[config.mk]
export PLATFORM = sky130hd
export DESIGN_NAME = cpu_exec_ctrl_flat
export DESIGN_NICKNAME = d
export VERILOG_FILES = /design/src/rtl/cpu_exec_ctrl_if.sv /design/src/rtl/cpu_exec_ctrl.sv /design/src/flat_wrapper.sv
export SDC_FILE = /design/constraint.sdc
export NUM_CORES = 1
export LEC_CHECK = 0
export BUFFER_PORTS_ARGS = -buffer_cell sky130_fd_sc_hd__buf_2
export CAP_MARGIN = 20
export CORE_UTILIZATION = 45
export DETAILED_ROUTE_END_ITERATION = 8
export GPL_TIMING_DRIVEN = 0
export PLACE_DENSITY = 0.69
export REMOVE_ABC_BUFFERS = 1
export SYNTH_ARGS = -nofsm -noshare
export SYNTH_HDL_FRONTEND = slang
export SYNTH_SLANG_ARGS = --single-unit
[constraint.sdc]
create_clock -name clk -period 7.1 [get_ports clk]
set_input_delay 1.065 -clock clk [delete_from_list [all_inputs] [get_ports clk]]
set_output_delay 1.065 -clock clk [all_outputs]
set_load 0.02 [all_outputs]
[src/rtl/cpu_exec_ctrl_if.sv]
// Instruction issue channel between pin decode and the execution controller.
// The master presents a decoded instruction; the slave accepts it with inst_ready.
interface cpu_exec_ctrl_if #(
    parameter int unsigned RA = 4,
    parameter int unsigned BW = 8
);
    logic          inst_valid;
    logic          inst_ready;
    logic [3:0]    inst_op;
    logic [RA-1:0] inst_r1;
    logic [RA-1:0] inst_r2;
    logic [RA-1:0] inst_r3;
    logic [BW-1:0] inst_data;

    modport master (
        output inst_valid, inst_op, inst_r1, inst_r2, inst_r3, inst_data,
        input  inst_ready
    );

    modport slave (
        input  inst_valid, inst_op, inst_r1, inst_r2, inst_r3, inst_data,
        output inst_ready
    );
endinterface

[src/rtl/cpu_exec_ctrl.sv]
// Multi-cycle execution controller: sequences register file reads/writes and the ALU
// for one instruction at a time, and owns the status bit and the data output register.
module cpu_exec_ctrl #(
    parameter int unsigned BIT_WIDTH_REG = 8,
    parameter int unsigned REG_COUNT     = 16,
    localparam int unsigned RA           = $clog2(REG_COUNT)
) (
    input  logic                     clk,
    input  logic                     rst,
    cpu_exec_ctrl_if.slave           inst_if,
    output logic                     rf_write,
    output logic [RA-1:0]            rf_w_reg,
    output logic [BIT_WIDTH_REG-1:0] rf_w_d,
    output logic [RA-1:0]            rf_r_reg1,
    output logic [RA-1:0]            rf_r_reg2,
    input  logic [BIT_WIDTH_REG-1:0] rf_r_d1,
    input  logic [BIT_WIDTH_REG-1:0] rf_r_d2,
    output logic [2:0]               alu_op,
    output logic [BIT_WIDTH_REG-1:0] alu_in1,
    output logic [BIT_WIDTH_REG-1:0] alu_in2,
    input  logic [BIT_WIDTH_REG-1:0] alu_out,
    input  logic                     alu_c,
    output logic [BIT_WIDTH_REG-1:0] data_out,
    output logic                     data_out_valid,
    output logic                     status,
    output logic                     illegal
);
    localparam int unsigned BW = BIT_WIDTH_REG;

    typedef enum logic [1:0] {S_IDLE, S_RD, S_EX, S_WB} state_t;

    function automatic logic is_mvr(input logic [3:0] op); return op == 4'b0000; endfunction
    function automatic logic is_ldb(input logic [3:0] op); return op == 4'b0001; endfunction
    function automatic logic is_stb(input logic [3:0] op); return op == 4'b0010; endfunction
    function automatic logic is_rds(input logic [3:0] op); return op == 4'b0011; endfunction
    function automatic logic is_alu(input logic [3:0] op); return op[3] && (op != 4'b1111); endfunction
    function automatic logic is_ill(input logic [3:0] op);
        return (!op[3] && op[2]) || (op == 4'b1111);
    endfunction

    state_t        state_q, state_d;
    logic [3:0]    op_q, op_d;
    logic [RA-1:0] r1_q, r1_d, r2_q, r2_d, r3_q, r3_d;
    logic [BW-1:0] imm_q, imm_d;
    logic [BW-1:0] a_q, a_d, b_q, b_d, res_q, res_d;
    logic          carry_q, carry_d;
    logic [BW-1:0] data_out_q, data_out_d;
    logic          dov_q, dov_d;
    logic          status_q, status_d;
    logic          illegal_q, illegal_d;
    logic          inst_ready_q, inst_ready_d;
    logic          rf_write_q, rf_write_d;
    logic [RA-1:0] rf_w_reg_q, rf_w_reg_d;
    logic [BW-1:0] rf_w_d_q, rf_w_d_d;
    logic [RA-1:0] rf_r_reg1_q, rf_r_reg1_d;
    logic [RA-1:0] rf_r_reg2_q, rf_r_reg2_d;

    // Sequencing and datapath capture
    always_comb begin
        state_d    = state_q;
        op_d       = op_q;
        r1_d       = r1_q;
        r2_d       = r2_q;
        r3_d       = r3_q;
        imm_d      = imm_q;
        a_d        = a_q;
        b_d        = b_q;
        res_d      = res_q;
        carry_d    = carry_q;
        data_out_d = data_out_q;
        status_d   = status_q;
        dov_d      = 1'b0;
        illegal_d  = 1'b0;

        case (state_q)
            S_IDLE: begin
                if (inst_if.inst_valid) begin
                    op_d    = inst_if.inst_op;
                    r1_d    = inst_if.inst_r1;
                    r2_d    = inst_if.inst_r2;
                    r3_d    = inst_if.inst_r3;
                    imm_d   = inst_if.inst_data;
                    state_d = (is_mvr(inst_if.inst_op) || is_stb(inst_if.inst_op) ||
                               is_alu(inst_if.inst_op)) ? S_RD : S_WB;
                end
            end
            S_RD: begin
                a_d     = rf_r_d1;
                b_d     = rf_r_d2;
                state_d = is_alu(op_q) ? S_EX : S_WB;
            end
            S_EX: begin
                res_d   = alu_out;
                carry_d = alu_c;
                state_d = S_WB;
            end
            S_WB: begin
                state_d = S_IDLE;
                if (is_stb(op_q)) begin
                    data_out_d = a_q;
                    dov_d      = 1'b1;
                end
                if (is_rds(op_q)) begin
                    data_out_d = BW'(status_q);
                    dov_d      = 1'b1;
                end
                if (is_alu(op_q)) status_d  = carry_q;
                if (is_ill(op_q)) illegal_d = 1'b1;
            end
            default: state_d = S_IDLE;
        endcase
    end

    // Port values are registered from the next-state view so they line up with state_q
    always_comb begin
        inst_ready_d = (state_d == S_IDLE);
        rf_write_d   = (state_d == S_WB) && (is_mvr(op_d) || is_ldb(op_d) || is_alu(op_d));
        rf_w_reg_d   = is_mvr(op_d) ? r2_d : r1_d;
        rf_w_d_d     = is_mvr(op_d) ? a_d : (is_ldb(op_d) ? imm_d : res_d);
        rf_r_reg1_d  = (is_mvr(op_d) || is_stb(op_d)) ? r1_d : r2_d;
        rf_r_reg2_d  = r3_d;
    end

    always_ff @(posedge clk or posedge rst) begin
        if (rst) begin
            state_q      <= S_IDLE;
            op_q         <= '0;
            r1_q         <= '0;
            r2_q         <= '0;
            r3_q         <= '0;
            imm_q        <= '0;
            a_q          <= '0;
            b_q          <= '0;
            res_q        <= '0;
            carry_q      <= 1'b0;
            data_out_q   <= '0;
            dov_q        <= 1'b0;
            status_q     <= 1'b0;
            illegal_q    <= 1'b0;
            inst_ready_q <= 1'b1;
            rf_write_q   <= 1'b0;
            rf_w_reg_q   <= '0;
            rf_w_d_q     <= '0;
            rf_r_reg1_q  <= '0;
            rf_r_reg2_q  <= '0;
        end else begin
            state_q      <= state_d;
            op_q         <= op_d;
            r1_q         <= r1_d;
            r2_q         <= r2_d;
            r3_q         <= r3_d;
            imm_q        <= imm_d;
            a_q          <= a_d;
            b_q          <= b_d;
            res_q        <= res_d;
            carry_q      <= carry_d;
            data_out_q   <= data_out_d;
            dov_q        <= dov_d;
            status_q     <= status_d;
            illegal_q    <= illegal_d;
            inst_ready_q <= inst_ready_d;
            rf_write_q   <= rf_write_d;
            rf_w_reg_q   <= rf_w_reg_d;
            rf_w_d_q     <= rf_w_d_d;
            rf_r_reg1_q  <= rf_r_reg1_d;
            rf_r_reg2_q  <= rf_r_reg2_d;
        end
    end

    assign inst_if.inst_ready = inst_ready_q;
    assign rf_write           = rf_write_q;
    assign rf_w_reg           = rf_w_reg_q;
    assign rf_w_d             = rf_w_d_q;
    assign rf_r_reg1          = rf_r_reg1_q;
    assign rf_r_reg2          = rf_r_reg2_q;
    assign alu_op             = op_q[2:0];
    assign alu_in1            = a_q;
    assign alu_in2            = b_q;
    assign data_out           = data_out_q;
    assign data_out_valid     = dov_q;
    assign status             = status_q;
    assign illegal            = illegal_q;

endmodule

[src/flat_wrapper.sv]
// flat-port wrapper written by rule: the top's interface ports become plain ports
module cpu_exec_ctrl_flat 
#(
    parameter int unsigned BIT_WIDTH_REG = 8,
    parameter int unsigned REG_COUNT     = 16,
    localparam int unsigned RA           = $clog2(REG_COUNT)
)
  (clk, rst, rf_write, rf_w_reg, rf_w_d, rf_r_reg1, rf_r_reg2, rf_r_d1, rf_r_d2, alu_op, alu_in1, alu_in2, alu_out, alu_c, data_out, data_out_valid, status, illegal, inst_if_inst_valid, inst_if_inst_op, inst_if_inst_r1, inst_if_inst_r2, inst_if_inst_r3, inst_if_inst_data, inst_if_inst_ready);
  cpu_exec_ctrl_if #(.RA(4), .BW(8)) inst_if_i ();
  input  logic clk;
  input  logic rst;
  output logic rf_write;
  output logic [RA-1:0] rf_w_reg;
  output logic [BIT_WIDTH_REG-1:0] rf_w_d;
  output logic [RA-1:0] rf_r_reg1;
  output logic [RA-1:0] rf_r_reg2;
  input  logic [BIT_WIDTH_REG-1:0] rf_r_d1;
  input  logic [BIT_WIDTH_REG-1:0] rf_r_d2;
  output logic [2:0] alu_op;
  output logic [BIT_WIDTH_REG-1:0] alu_in1;
  output logic [BIT_WIDTH_REG-1:0] alu_in2;
  input  logic [BIT_WIDTH_REG-1:0] alu_out;
  input  logic alu_c;
  output logic [BIT_WIDTH_REG-1:0] data_out;
  output logic data_out_valid;
  output logic status;
  output logic illegal;
  input wire logic [$bits(inst_if_i.inst_valid)-1:0] inst_if_inst_valid;
  input wire logic [$bits(inst_if_i.inst_op)-1:0] inst_if_inst_op;
  input wire logic [$bits(inst_if_i.inst_r1)-1:0] inst_if_inst_r1;
  input wire logic [$bits(inst_if_i.inst_r2)-1:0] inst_if_inst_r2;
  input wire logic [$bits(inst_if_i.inst_r3)-1:0] inst_if_inst_r3;
  input wire logic [$bits(inst_if_i.inst_data)-1:0] inst_if_inst_data;
  output wire logic [$bits(inst_if_i.inst_ready)-1:0] inst_if_inst_ready;
  assign inst_if_i.inst_valid = inst_if_inst_valid;
  assign inst_if_i.inst_op = inst_if_inst_op;
  assign inst_if_i.inst_r1 = inst_if_inst_r1;
  assign inst_if_i.inst_r2 = inst_if_inst_r2;
  assign inst_if_i.inst_r3 = inst_if_inst_r3;
  assign inst_if_i.inst_data = inst_if_inst_data;
  assign inst_if_inst_ready = inst_if_i.inst_ready;
  cpu_exec_ctrl #(.BIT_WIDTH_REG(BIT_WIDTH_REG), .REG_COUNT(REG_COUNT)) u_core (.clk(clk), .rst(rst), .inst_if(inst_if_i), .rf_write(rf_write), .rf_w_reg(rf_w_reg), .rf_w_d(rf_w_d), .rf_r_reg1(rf_r_reg1), .rf_r_reg2(rf_r_reg2), .rf_r_d1(rf_r_d1), .rf_r_d2(rf_r_d2), .alu_op(alu_op), .alu_in1(alu_in1), .alu_in2(alu_in2), .alu_out(alu_out), .alu_c(alu_c), .data_out(data_out), .data_out_valid(data_out_valid), .status(status), .illegal(illegal));
endmodule
# Word level (Yosys, flattened, before mapping)
# Index checks and enable logic that the tools add are counted.
word_totals:
  register_bits: 80
  latch_bits: 0
  mem_bits_rw: 0
  romBits: 0
  input_bits: 52
  out_inout_bits: 52
  elab_cells: 77
  mem_count: 0
op_classes:
  addsub: 0
  n_mul: 0
  div: 0
  n_lt_le_gt_ge: 0
  eq_ne: 13
  shifts: 0
  muxes: 25
  n_bitwise: 0
  reduce_logical: 20
op_table:
  columns: ["cell", "n"]
  rows:
  - ["$mux 8", 8]
  - ["$mux 4", 8]
  - ["$eq 4x2->1 const B", 4]
  - ["$ne 4x4->1 const B", 3]
  - ["$logic_not 4->1", 2]
  - ["$pmux 2 s4", 1]
  - ["$eq 2x2->1 const B", 3]
  - ["$logic_or 1x1->1", 6]
  - ["$mux 1", 6]
  - ["$reduce_and 2->1", 3]
  - ["$logic_and 1x1->1", 5]
  - ["$eq 4x1->1 const B", 1]
  - ["$eq 4x4->1 const B", 1]
  - ["$logic_not 2->1", 2]
  - ["$mux 2", 2]
  - ["$eq 2x1->1 const B", 1]
  - ["$reduce_bool 2->1", 1]
  - ["$logic_not 1->1", 1]

# Longest topological paths before layout
# Gate-level depths: netlist (run 1).
logic_depth:
  ltp_word: 8
  depth_mapped: 7
  depth_no_buf: 6

# Worst setup path after synthesis (run 1)
# No wires, ideal clock.
synth_timing:
  path_kind: "input -> register"
  startpoint: "in inst_if_inst_op[2]"
  endpoint: "reg u_core.rf_w_reg_q[0], in the netlist u_core.rf_w_reg[0]"
  setup_ps: 79
  arrival_time_ps: 2159
  t_required_ps: 7021
  slack_ps: 4862
  path_stages: 5
  n_path_buf: 1
  path_cell_list: "nand4bb_1 > a221oi_4 > and2_4 > buf_6 > mux2i_1"
synth_between:
  elab_chain_cells: 4
synth_rtl:
  columns: ["item", "line_no", "text"]
  rows:
  - ["from (decl)", "flat_wrapper.sv:29", "input wire logic [$bits(inst_if_i.inst_op)-1:0] inst_if_inst_op;"]
  - ["$mux 4", "cpu_exec_ctrl.sv:77", "if (inst_if.inst_valid) begin"]
  - ["$mux 4", "cpu_exec_ctrl.sv:75", "case (state_q)"]
  - ["$logic_not 4->1", "cpu_exec_ctrl.sv:32", "function automatic logic is_mvr(input logic [3:0] op); return op == 4'b0000; endfunction"]
  - ["$mux 4", "cpu_exec_ctrl.sv:118", "rf_w_reg_d = is_mvr(op_d) ? r2_d : r1_d;"]
  - ["net u_core.rf_w_reg_d[0]", "cpu_exec_ctrl.sv:53", "logic [RA-1:0] rf_w_reg_q, rf_w_reg_d;"]
  - ["to (signal assigned)", "cpu_exec_ctrl.sv:163", "rf_w_reg_q <= rf_w_reg_d;"]
  - ["to (decl)", "cpu_exec_ctrl.sv:53", null]
# The timed path passes the listed nets, and every way through them passes these cells.
# A chain may end at the register's enable or synchronous reset.

# Final worst setup path (run 1)
layout_timing:
  startpoint: "in inst_if_inst_valid"
  endpoint: "reg u_core.rf_w_reg_q[2], in the netlist u_core.rf_w_reg[2]"
layout_between:
  elab_chain_cells: 4
  word_cells_on_any_way: 8
  cone_classes: "mux (7); reduce/logical (1)"
layout_rtl:
  columns: ["item", "line_no", "text"]
  rows:
  - ["from (decl)", "flat_wrapper.sv:28", "input wire logic [$bits(inst_if_i.inst_valid)-1:0] inst_if_inst_valid;"]
  - ["$mux 4", "cpu_exec_ctrl.sv:77", null]
  - ["$mux 4", "cpu_exec_ctrl.sv:75", null]
  - ["$logic_not 4->1", "cpu_exec_ctrl.sv:32", null]
  - ["$mux 4 *", "cpu_exec_ctrl.sv:118", null]
  - ["net u_core.rf_w_reg_d[2]", "cpu_exec_ctrl.sv:53", null]
# Mark *: on every way through the listed nets, which the timed path passes. The rest lies on a longest branch.

==> results of run 1 <==
## per-layer routing
metal  share of wire (%)  global-route usage [%]  vias up
li1                    -                       -     1101
met1                  46                    25.3     1079
met2                  44                    28.5       92
met3                 8.8                    6.25        7
met4                 1.1                    7.04        0
met5                   0                       0        -
## logic make-up after synthesis
family | share of synthesized area, %
AOI/OAI and AO/OA | 7.57
and+or+nand+nor | 7.54
DFF | 59.7
muxes | 18.8
buffers and inverters | 4.55
adders and majority gates | 1.86
## layout make-up
type | instances | share of cell area (%)
inverters | 19 | 1.77
clock buffers | 13 | 3.33
flip-flops and latches | 80 | 48.0
multi-input cells | 147 | 28.7
repair buffers | 104 | 13.0
clock inverters | 3 | 2.16
well taps | 99 | 2.97
## worst max-delay path by stage
stage                                                 end  slack, ns  cells after the start
after floorplan               u_core.alu_in1[0]$_DFF_PP0_       3.98                      1
after global placement    u_core.data_out_valid$_DFF_PP0_       2.99                      2
after detailed placement     u_core.rf_w_reg[3]$_DFF_PP0_       3.69                      5
after CTS                    u_core.rf_w_reg[2]$_DFF_PP0_       4.05                      5
after global routing         u_core.rf_w_reg[0]$_DFF_PP0_       3.85                      5
final                        u_core.rf_w_reg[2]$_DFF_PP0_       4.10                      5
## power groups by stage
stage          sequential, mW  clock [mW]  combinational [mW]
2_1_floorplan           0.973           0               0.490
3_3_place_gp            0.795           0               0.934
3_5_place_dp            0.804           0               0.956
4_1_cts                 0.798       0.398               0.958
5_1_grt                 0.825       0.421                1.04
6_report                0.795       0.387               0.945
## cells in the final DEF, fill, tap and decap left out, drive strengths merged
| master | netlist | layout |
|---|---|---|
| buf | 11 | 104 |
| clkbuf | 3 | 13 |
| a21oi | 10 | 10 |
| and4b | 1 | 1 |
| o21ai | 9 | 9 |
| nor3 | 8 | 8 |
| and4 | 1 | 1 |
| and3 | 1 | 1 |
| dfstp | 1 | 1 |
| o31ai | 8 | 8 |
| a21o | 1 | 1 |
| nand2b | 7 | 7 |
| nand3 | 12 | 12 |
| nor2 | 2 | 2 |
| a221oi | 2 | 2 |
| and2 | 2 | 2 |
| ha | 5 | 5 |
| nand2 | 11 | 11 |
| a21boi | 1 | 1 |
| o31a | 1 | 1 |
| inv | 19 | 19 |
| a211o | 1 | 1 |
| a31o | 1 | 1 |
| dfrtp | 79 | 79 |
| a31oi | 1 | 1 |
| o22ai | 1 | 1 |
| mux2i | 19 | 19 |
| or3 | 1 | 1 |
| bufinv | 0 | 3 |
| mux2 | 39 | 39 |
| a21bo | 1 | 1 |
| nand4bb | 1 | 1 |
## worst register-to-register path, stage by stage, from the launching register on
cell	delay, ns
dfrtp_1	0.38
inv_1	0.09
ha_1	0.26
nand2_2	0.56
mux2i_1	0.89
and2_4	0.42
mux2i_1	0.21
==> results.sh, run 1 <==
export IMPL_hold_viol_final=0
export IMPL_final_nets=418
export IMPL_arrival_ns=3.26
export IMPL_yosys_top_cells_area="dfrtp_1, mux2_2, mux2i_1"
export IMPL_crit_start="inst_if_inst_valid"
export IMPL_die_h_um=88.3
export IMPL_dr_pass1_iters=4
export IMPL_cts_resized=0
export IMPL_start_util_pct=46.5
export IMPL_placed_cells_incl_taps=449
export IMPL_routabilityCongestion=0.752
export IMPL_critical_path_max_stage_delay_ns=0.88
export IMPL_ys_seq_elements=80
export IMPL_drtIter0Drc=139
export IMPL_via_count=2279
export IMPL_hold_ws_ns=0.478
export IMPL_slowest_stage="mux2i_1"
export IMPL_rsz0062_at_grt="false"
export IMPL_cp_end_kind="flip-flop"
export IMPL_clk_pin_slew_ns=0.08
export IMPL_grt_start_max_net_pins=53
export IMPL_clkPwrFrac_pct=18.2
export IMPL_post_dp_hpwl_um=4870
export IMPL_ioPinCount=104
export IMPL_leakage_nw=2.09
export IMPL_routedWlPerCell_um=14.6
export IMPL_routed_wl_um=6810
export IMPL_pre_cts_slack_ns=3.69
export IMPL_root_buffer="clkbuf_8"
export IMPL_max_freq_ghz=0.334
export IMPL_clock_sinks=80
export IMPL_p_int_mw=1.31
export IMPL_die_x_um=88.3
export IMPL_peakVddDrop_mv=0.246
export IMPL_antenna_found_initial=0
export IMPL_htree_levels=3
export IMPL_insertion_delay_ns=0.34
export IMPL_slew_viol_final=0
export IMPL_worstMarginPinSlew_ns=0.965
export IMPL_critPathKind="in2reg"
export IMPL_finalCritPeriodShare_pct=42.2
export IMPL_drive_gt1_share_pct=44.3
export IMPL_p_per_area_nw_per_um2=510
export IMPL_syn_cell_area_um2=3350
export IMPL_yosys_warnings=0
export IMPL_num_rows=31
export IMPL_rr_endpoint="u_core.rf_w_reg[2]$_DFF_PP0_"
export IMPL_p_seq_share_pct=37.4
export IMPL_p_switching_uw=815
export IMPL_crit_family="multiplexers"
export IMPL_finalSetupViolations=0
export IMPL_synthFlopType="dfrtp_1"
export IMPL_r2r_slack_ns=4.21
export IMPL_die_area_um2=7800
export IMPL_post_cts_buffers=0
export IMPL_cts_path_max_buffers=2
export IMPL_portBuffers=103
export IMPL_synth_seq_area_share_pct=59.7
export IMPL_finalNonFillerCells=465
export IMPL_design_area_um2=4170
export IMPL_crit_fanout=27
export IMPL_comb_power_share_pct=44.4
export IMPL_viasPerCell=4.90
export IMPL_overflow=0
export IMPL_p_sw_share_pct=38.3
export IMPL_setup_ws_ns=4.10
export IMPL_cts_made_buffers=9
export IMPL_grt_pass1_wl_um=10900
export IMPL_grt_pass1_vias=2241
export IMPL_multi_input_area_um2=1200
export IMPL_status="complete, no violations"
export IMPL_synth_common_cells="dfrtp_1, mux2_2, inv_1, mux2i_1, nand3_1"
export IMPL_dpl_cell_area_um2=3940
export IMPL_design_power_total_mw=2.13
export IMPL_r2r_cells=6
export IMPL_nFillCells=636
export IMPL_ys_types=37
export IMPL_r2r_start="u_core.state_q[0]$_DFF_PP0_"
export IMPL_worstHoldStart="u_core.data_out[1]$_DFFE_PP0P_"
export IMPL_tritoncts="built"
export IMPL_finClkSkew_ns=0.00656
export IMPL_cpMostUsedCell="mux2i_1"
export IMPL_worstHoldPathType="reg2reg"
export IMPL_avgSynthCellArea_um2=12.9
export IMPL_final_core_util_pct=57.8
export IMPL_syn_inst=260
export IMPL_synth_enable_flop_cells=0
export IMPL_cp_required_ns=7.36
export IMPL_slew_headroom_pct=33.8
export IMPL_crit_chain="buf_2 -> nand2_2 -> mux2i_1 -> and2_4 -> mux2i_1"
export IMPL_synth_top_area_cell="dfrtp_1"
export IMPL_critPathLaunchType="input port"
export IMPL_synth_top_area_share_pct=58.9
export IMPL_area_delta_synth_final_pct=24.4
export IMPL_synthArstFlopShare_pct=100
export IMPL_diodes=0
export IMPL_layout_area_seq_um2=2000
export IMPL_cap_violations=0
export IMPL_min_to="u_core.data_out[1]$_DFFE_PP0P_"
export IMPL_grt_util_all_layers_pct=18.8
export IMPL_min_path_cells=2
export IMPL_fin_crit_ns=3.00
export IMPL_core_um2=7210
export IMPL_cts_hold_buf=0
export IMPL_synth_most_common_cell="dfrtp_1"
export IMPL_crit_buf_inv=1
export IMPL_ant_nets=0
export IMPL_drc=0
export IMPL_final_setup_tns_ns=0
No activity file was read; power rests on OpenSTA's default activity.
==> inputs of run 2 (changes only) <==
clock period = 3.1 ns   (was 7.1 ns; I/O delays follow)
==> results.sh, run 2 (synthesized netlist as in run 1, its figures left out) <==
export IMPL_layout_commonest_cell="buf_2"
export IMPL_grt_pass1_wl_um=10900
export IMPL_grt_pass1_vias=2241
export IMPL_clkPwrFrac_pct=18.1
export IMPL_dpl_cell_area_um2=3940
export IMPL_hold_viol_final=0
export IMPL_post_dp_hpwl_um=4870
export IMPL_slowest_stage="a221oi_4"
export IMPL_setup_ws_ns=0.324
export IMPL_placed_cells_incl_taps=449
export IMPL_p_per_area_nw_per_um2=1170
export IMPL_die_area_um2=7800
export IMPL_worstHoldPathType="in2async"
export IMPL_design_area_um2=4180
export IMPL_root_buffer="clkbuf_8"
export IMPL_diodes=0
export IMPL_cts_path_max_buffers=2
export IMPL_drtIter0Drc=120
export IMPL_grt_start_max_net_pins=53
export IMPL_finalNonFillerCells=465
export IMPL_antenna_found_initial=0
export IMPL_area_delta_synth_final_pct=24.5
export IMPL_arrival_ns=3.03
export IMPL_cp_end_kind="flip-flop"
export IMPL_finalSetupViolations=0
export IMPL_crit_chain="inv_1 -> ha_1 -> nand2_2 -> a221oi_4 -> and2_4 -> mux2i_1"
export IMPL_critical_path_max_stage_delay_ns=0.87
export IMPL_status="complete, no violations"
export IMPL_cts_resized=0
export IMPL_rsz0062_at_grt="false"
export IMPL_clk_pin_slew_ns=0.08
export IMPL_comb_power_share_pct=44.5
export IMPL_routedWlPerCell_um=14.6
export IMPL_finalCritPeriodShare_pct=89.5
export IMPL_viasPerCell=4.89
export IMPL_cp_required_ns=3.36
export IMPL_leakage_nw=2.08
export IMPL_insertion_delay_ns=0.33
export IMPL_slew_viol_final=0
export IMPL_drc=0
export IMPL_final_nets=418
export IMPL_cts_made_buffers=9
export IMPL_nFillCells=636
export IMPL_die_h_um=88.3
export IMPL_grt_util_all_layers_pct=18.8
export IMPL_p_sw_share_pct=38.3
export IMPL_pre_cts_slack_ns=0.172
export IMPL_p_seq_share_pct=37.4
export IMPL_num_rows=31
export IMPL_final_cell_mix="buf_2, dfrtp_1, mux2_2, inv_1, mux2i_1"
export IMPL_clock_sinks=80
export IMPL_ioPinCount=104
export IMPL_crit_fanout=27
export IMPL_routed_wl_um=6800
export IMPL_portBuffers=103
export IMPL_finClkSkew_ns=0.00571
export IMPL_start_util_pct=46.5
export IMPL_htree_levels=3
export IMPL_worstMarginPinSlew_ns=0.786
export IMPL_p_switching_mw=1.87
export IMPL_ant_nets=0
export IMPL_cts_hold_buf=0
export IMPL_post_cts_buffers=0
export IMPL_slew_headroom_pct=47.6
export IMPL_fin_crit_ns=2.78
export IMPL_dr_pass1_iters=4
export IMPL_peakVddDrop_mv=0.562
export IMPL_final_core_util_pct=57.9
export IMPL_cap_violations=0
export IMPL_tritoncts="built"
export IMPL_overflow=0
export IMPL_max_freq_ghz=0.360
export IMPL_routabilityCongestion=0.752
export IMPL_drive_gt1_share_pct=44.5
export IMPL_critPathLaunchType="flip-flop"
export IMPL_core_um2=7210
export IMPL_die_x_um=88.3
export IMPL_via_count=2275
export IMPL_p_int_mw=3.01
export IMPL_critPathKind="reg2reg"
==> run 2: cell counts in the layout (fill, tap and decap cells not counted) <==
Identical to the previous run, type by type.
==> run 2: worst paths after layout <==
path / endpoint / cells after the start / start / slack, ns
min: u_core.r1_q[3]$_DFF_PP0_ / 2 / rst / 0.11
max: u_core.rf_w_reg[2]$_DFF_PP0_ / 6 / u_core.state_q[0]$_DFF_PP0_ / 0.32
min reg2reg: u_core.data_out[1]$_DFFE_PP0P_ / 2 / u_core.data_out[1]$_DFFE_PP0P_ / 0.48
max reg2reg: u_core.rf_w_reg[2]$_DFF_PP0_ / 6 / u_core.state_q[0]$_DFF_PP0_ / 0.32
min in group clk: u_core.alu_in2[4]$_DFFE_PP0N_ / 2 / rf_r_d2[4] / 0.36
max in group asynchronous: u_core.inst_if.inst_ready$_DFF_PP1_ / 3 / rst / 2.39
==> run 2: power by group through the flow <==
stage / registers, mW / clock network [mW] / logic, mW
6_report: 1.82 / 0.881 / 2.17
5_1_grt: 1.89 / 0.964 / 2.39
4_1_cts: 1.83 / 0.912 / 2.19
3_5_place_dp: 1.84 / 0 / 2.19
3_3_place_gp: 1.82 / 0 / 2.14
2_1_floorplan: 2.23 / 0 / 1.12
==> run 2: stage by stage <==
stage / TNS, ns / power, mW / hold slack [ns]
after floorplan: 0 / 3.35 / 0.469
after global routing: 0 / 5.25 / 0.130
after global placement: -31.67 / 3.96 / 0.458
after CTS: 0 / 4.93 / 0.110
final: 0 / 4.87 / 0.110
after detailed placement: 0 / 4.03 / 0.467
==> run 2: layout make-up <==
class / instances / area (um2) / share of cell area [%]
well taps: 99 / 124 / 2.97
flip-flops and latches: 80 / 2000 / 48.0
clock inverters: 3 / 90.1 / 2.16
repair buffers: 104 / 543 / 13.0
clock buffers: 13 / 139 / 3.33
inverters: 19 / 73.8 / 1.77
multi-input cells: 147 / 1200 / 28.8
==> run 2: metal layers <==
metal / routed length, um / global-route usage, %
met3: 593 / 6.25
met5: 0 / 0
met4: 82 / 7.04
met2: 2940 / 28.5
met1: 3190 / 25.3
==> run 2: worst max-delay path, delay by kind of cell, from the launching register on <==
kind,cells,cell delay (ns)
buffers and inverters,1,0.12
AOI/OAI and AO/OA,1,0.87
DFF,1,0.40
muxes,1,0.21
adders and majority gates,1,0.25
and+or+nand+nor,2,0.83
